===== src/rtl/fetch_pkg.sv =====
// Shared definitions for the instruction fetch unit: controller states,
// default widths and the PC value loaded by reset.
package fetch_pkg;

    localparam int PC_W_DEF  = 8;
    localparam int CNT_W_DEF = 16;
    localparam int RESET_PC  = 0;

    typedef enum logic [1:0] {
        IDLE = 2'd0,
        RUN  = 2'd1,
        DONE = 2'd2
    } fetch_state_t;

endpackage


===== src/rtl/next_pc_calc.sv =====
// Candidate next-PC values for the fetch unit: sequential, absolute branch
// and PC-relative branch, all wrapping modulo 2^PC_W.
module next_pc_calc
    import fetch_pkg::*;
#(
    parameter int PC_W = PC_W_DEF
) (
    input  logic [PC_W-1:0] pc,
    input  logic [PC_W-1:0] branch_target,
    output logic [PC_W-1:0] pc_inc,
    output logic [PC_W-1:0] pc_abs,
    output logic [PC_W-1:0] pc_rel
);

    // The offset is already PC_W wide, so a same-width add is exactly
    // PC + sign-extended offset with the carry dropped.
    assign pc_inc = pc + PC_W'(1);
    assign pc_abs = branch_target;
    assign pc_rel = pc + branch_target;

endmodule


===== src/rtl/fetch_unit.sv =====
// Instruction fetch controller: IDLE/RUN/DONE sequencing, PC register with
// prioritised next-PC selection and a saturating run-cycle counter.
module fetch_unit
    import fetch_pkg::*;
#(
    parameter int PC_W  = PC_W_DEF,
    parameter int CNT_W = CNT_W_DEF
) (
    input  logic             CLK,
    input  logic             Reset,
    input  logic             Start,
    input  logic [PC_W-1:0]  StartAddress,
    input  logic             Halt,
    input  logic             Stall,
    input  logic             BranchEn,
    input  logic             BranchRel,
    input  logic [PC_W-1:0]  BranchTarget,
    output logic [PC_W-1:0]  PC,
    output logic             Running,
    output logic             Done,
    output logic [CNT_W-1:0] CycleCount
);

    fetch_state_t     state;
    fetch_state_t     state_next;
    logic [PC_W-1:0]  pc_next;
    logic [CNT_W-1:0] count_next;
    logic [PC_W-1:0]  pc_inc;
    logic [PC_W-1:0]  pc_abs;
    logic [PC_W-1:0]  pc_rel;

    next_pc_calc #(
        .PC_W (PC_W)
    ) u_next_pc_calc (
        .pc            (PC),
        .branch_target (BranchTarget),
        .pc_inc        (pc_inc),
        .pc_abs        (pc_abs),
        .pc_rel        (pc_rel)
    );

    always_ff @(posedge CLK) begin
        if (Reset) begin
            state      <= IDLE;
            PC         <= PC_W'(RESET_PC);
            CycleCount <= '0;
        end else begin
            state      <= state_next;
            PC         <= pc_next;
            CycleCount <= count_next;
        end
    end

    // Start wins from any state; in RUN every cycle (stall and halt included)
    // is counted before the Halt > Stall > BranchEn > increment selection.
    always_comb begin
        state_next = state;
        pc_next    = PC;
        count_next = CycleCount;
        if (Start) begin
            state_next = RUN;
            pc_next    = StartAddress;
            count_next = '0;
        end else begin
            case (state)
                RUN: begin
                    if (CycleCount != {CNT_W{1'b1}}) begin
                        count_next = CycleCount + CNT_W'(1);
                    end
                    if (Halt) begin
                        state_next = DONE;
                    end else if (Stall) begin
                        pc_next = PC;
                    end else if (BranchEn) begin
                        pc_next = BranchRel ? pc_rel : pc_abs;
                    end else begin
                        pc_next = pc_inc;
                    end
                end
                IDLE:    state_next = IDLE;
                DONE:    state_next = DONE;
                default: state_next = IDLE;
            endcase
        end
    end

    assign Running = (state == RUN);
    assign Done    = (state == DONE);

endmodule


===== config.mk =====
export PLATFORM = sky130hd
export DESIGN_NAME = fetch_unit
export DESIGN_NICKNAME = d
export VERILOG_FILES = /design/src/rtl/fetch_pkg.sv /design/src/rtl/next_pc_calc.sv /design/src/rtl/fetch_unit.sv
export SDC_FILE = /design/constraint.sdc
export NUM_CORES = 1
export LEC_CHECK = 0
export ABC_CLOCK_PERIOD_IN_PS = 3400
export BUFFER_PORTS_ARGS = -buffer_cell sky130_fd_sc_hd__buf_2
export CORE_MARGIN = 2
export CORE_UTILIZATION = 56
export DETAILED_ROUTE_END_ITERATION = 8
export PLACE_DENSITY = 0.93
export SETUP_SLACK_MARGIN = 0.5
export SYNTH_ARGS = -nofsm -noshare
export SYNTH_HDL_FRONTEND = slang
export SYNTH_SLANG_ARGS = --single-unit

===== constraint.sdc =====
create_clock -name CLK -period 3.4 [get_ports CLK]
set_input_delay 0.68 -clock CLK [delete_from_list [all_inputs] [get_ports CLK]]
set_output_delay 0.68 -clock CLK [all_outputs]
set_load 0.03 [all_outputs]

==> flow_summary.json <==
{
  "post-route-drc-count": 0,
  "reg2reg_to": "PC[6]",
  "syn2layout_area_growth_pct": 16.2,
  "grt_max_degree": 21,
  "rr_worst_depth": 8,
  "grt_pass1_vias": 1525,
  "die_w_um": 60.4,
  "min_path_cells": 2,
  "seqCellArea_um2": 520,
  "period_minus_slack_ps": 2110,
  "holdWs_ps": 537,
  "path_cells": "inv_1 -> ha_1 -> nand2b_1 -> nor2_1 -> o21a_1 -> o211ai_1 -> a221o_1 -> a41oi_1",
  "start_util_pct": 58.4,
  "worstSetupEndpointType": "register",
  "syn-num-nets": 261,
  "dr.pass1.iters": 4,
  "cts.sinks": 26,
  "yosys-top-cells-area": "dfxtp_1 29%, ha_1 7.7%, nor2_1 7.2%, xor2_1 5.4%, a21oi_1 4.5%",
  "clockBufferDepth": 2,
  "leakage_nw": 0.892,
  "ys_seq_area_share_pct": 29.2,
  "nets": 305,
  "timing.fmax_mhz": 474,
  "synthCells": 226,
  "status": "finished, final reports clean",
  "seqPwrFrac_pct": 52.4,
  "synth_cell_types": 47,
  "drv_cap": 0,
  "cts_tree": "yes",
  "ir_drop_mv": 0.219,
  "cts_resized": 0,
  "combPwrFrac_pct": 21.5,
  "wl_per_cell_um": 13.3,
  "required_ps": 3670,
  "ctsHoldBuffers": 0,
  "globalRouteOverflowTotal": 0,
  "final_antenna_net_count": 0,
  "syn_area_um2": 1780,
  "setup_tns_ps": 0,
  "fin_crit_sh_pct": 62.1,
  "slowest_stage": "dfxtp_1",
  "arrival_ps": 2380,
  "switching_share_pct": 30.0,
  "diodes": 0,
  "dpl.hpwl_um": 3190,
  "timing.final.max_slew_violations": 0,
  "async_flop_share_pct": 0,
  "skew_ps": 15.3,
  "root_buffer": "clkbuf_4",
  "hp-class": "register to register",
  "synth_edf_count": 0,
  "power-per-cell-area_nw_per_um2": 298,
  "post-cts-setup-buffers": 0,
  "synth_top_area_share_pct": 29.2,
  "grt_pass1_wl_um": 6750,
  "vias": 1760,
  "hold_viol_final": 0,
  "timing.rr.start": "state[1]",
  "synth_common_cells": "34 x nor2_1, 26 x dfxtp_1, 16 x a21oi_1, 14 x nand3_1, 13 x nand2_1",
  "cts_buffers": 3,
  "critPathMaxFanout": 8,
  "setup_viol_count_final": 0,
  "yosysMostFrequentCell": "nor2_1",
  "gp_congestion": 0.905,
  "multi_input_area_um2": 1190,
  "crit_type": "register to register",
  "p_clk_share_pct": 26.1,
  "avgSynthCellArea_um2": 7.89,
  "power_mw": 0.618,
  "hold_path_end": "CycleCount[11]",
  "totalWireLength_um": 4160,
  "synthFlopType": "dfxtp_1",
  "p_sw_mw": 0.185,
  "dieHeight_um": 60.4,
  "ys_warn_count": 0,
  "path_clk_slew_ps": 150,
  "cpPeakStageDelay_ps": 360,
  "rows": 20,
  "drive_gt1_share_pct": 23.0,
  "critPathBufInv": 1,
  "ios": 49,
  "rsz0062_at_grt": "no",
  "critical-path-top-delay-family": "compound AO/OA/AOI/OAI gates",
  "startpoint_type": "register",
  "viasPerCell": 5.62,
  "insertion_delay_ps": 330,
  "hold_start": "CycleCount[11]",
  "p_int_mw": 0.433,
  "worst_pin_slew_ps": 411,
  "ys_ff_latch": 26,
  "track_usage_pct": 23.8,
  "port_buffers": 48,
  "dieArea_um2": 3650,
  "drtIter0Drc": 90,
  "synth_top_area_cell": "dfxtp_1",
  "r2r_slack_ps": 1290,
  "antenna_found_initial": 0,
  "fillers": 284,
  "htree_levels": 1,
  "coreArea_um2": 3050,
  "slew_headroom_pct": 72.5
}
cell families (layout without fill, tap and decap cells):
logic type               Yosys count  after routing  share of synthesized area (%)
AND/OR/NAND/NOR                   96             96                           27.9
AO/OA/AOI/OAI                     53             53                           18.9
flip-flops                        26             26                           29.2
XOR/XNOR                          19             19                           9.33
buffers and inverters             17             60                           4.07
adder cells (fa/ha/maj)           12             12                           8.84
multiplexers                       3              3                           1.68
metrics by stage:
step                instance area [µm²]  cells  utilization, %  worst slack (ps)
floorplan                          1780    226               -              1340
global placement                   2040    309            66.7              1150
detailed placement                 2040    309            66.7              1110
CTS                                2070    313            67.9              1330
global route                       2070    313            67.9              1170
finish                             2070    313            67.9              1290
worst register-to-register path, delay by kind of cell (launching register included):
kind                       cells  cell delay, ps
buffers and inverters          1              70
and+or+nand+nor                2             500
AOI/OAI and AO/OA              4             800
adders and majority gates      1             320
DFF                            1             360
routing by layer:
layer / vias to the layer above / track usage (%) / share of wire (%) / wire (µm)
met2: 52 / 39.4 / 46 / 1910
met1: 795 / 32.1 / 46 / 1910
met5: - / 0 / 0 / 0
met4: 0 / 7.14 / 1.9 / 77
li1: 905 / - / - / -
met3: 8 / 3.84 / 6.2 / 259
sequential cells by signal (all words and copies together) (netlist names):
signal,count
PC,8
state,2
CycleCount,16
cells in the final DEF (no fill, tap or decap), types with 4 or more instances in the layout:
cell type  count
a21oi_1       16
and3_1         4
buf_2         48
dfxtp_1       26
ha_1          11
inv_1          8
nand2_1       13
nand2b_1       5
nand3_1       14
nand4_1        5
nor2_1        34
nor3_1         6
o211ai_1       4
o21ai_0       11
xnor2_1        8
xor2_1        11
how the worst max path moves through the flow:
stage	endpoint	slack, ps	depth (start not counted)	from
global placement	PC[7]	1150	8	BranchTarget[1]
detailed placement	PC[4]	1110	10	BranchTarget[0]
global route	CycleCount[11]	1170	7	state[1]
finish	PC[6]	1290	8	state[1]
floorplan	PC[4]	1340	9	BranchTarget[0]
CTS	PC[6]	1330	8	state[1]
final cells by class:
| type | instances | area share [%] |
|---|---|---|
| inverter | 8 | 1.45 |
| clock buffer | 4 | 1.75 |
| timing repair buffer | 48 | 11.6 |
| multi-input combinational | 183 | 57.4 |
| tap | 44 | 2.66 |
| sequential | 26 | 25.1 |
power by group through the flow:
stage | clock network (mW) | logic (mW) | registers, mW
after CTS | 0.162 | 0.132 | 0.324
after detailed placement | 0 | 0.131 | 0.330
after floorplan | 0 | 0.0844 | 0.340
final | 0.161 | 0.133 | 0.324
after global routing | 0.176 | 0.147 | 0.325
after global placement | 0 | 0.128 | 0.330
Note: power is estimated with default switching activity, not from simulation.
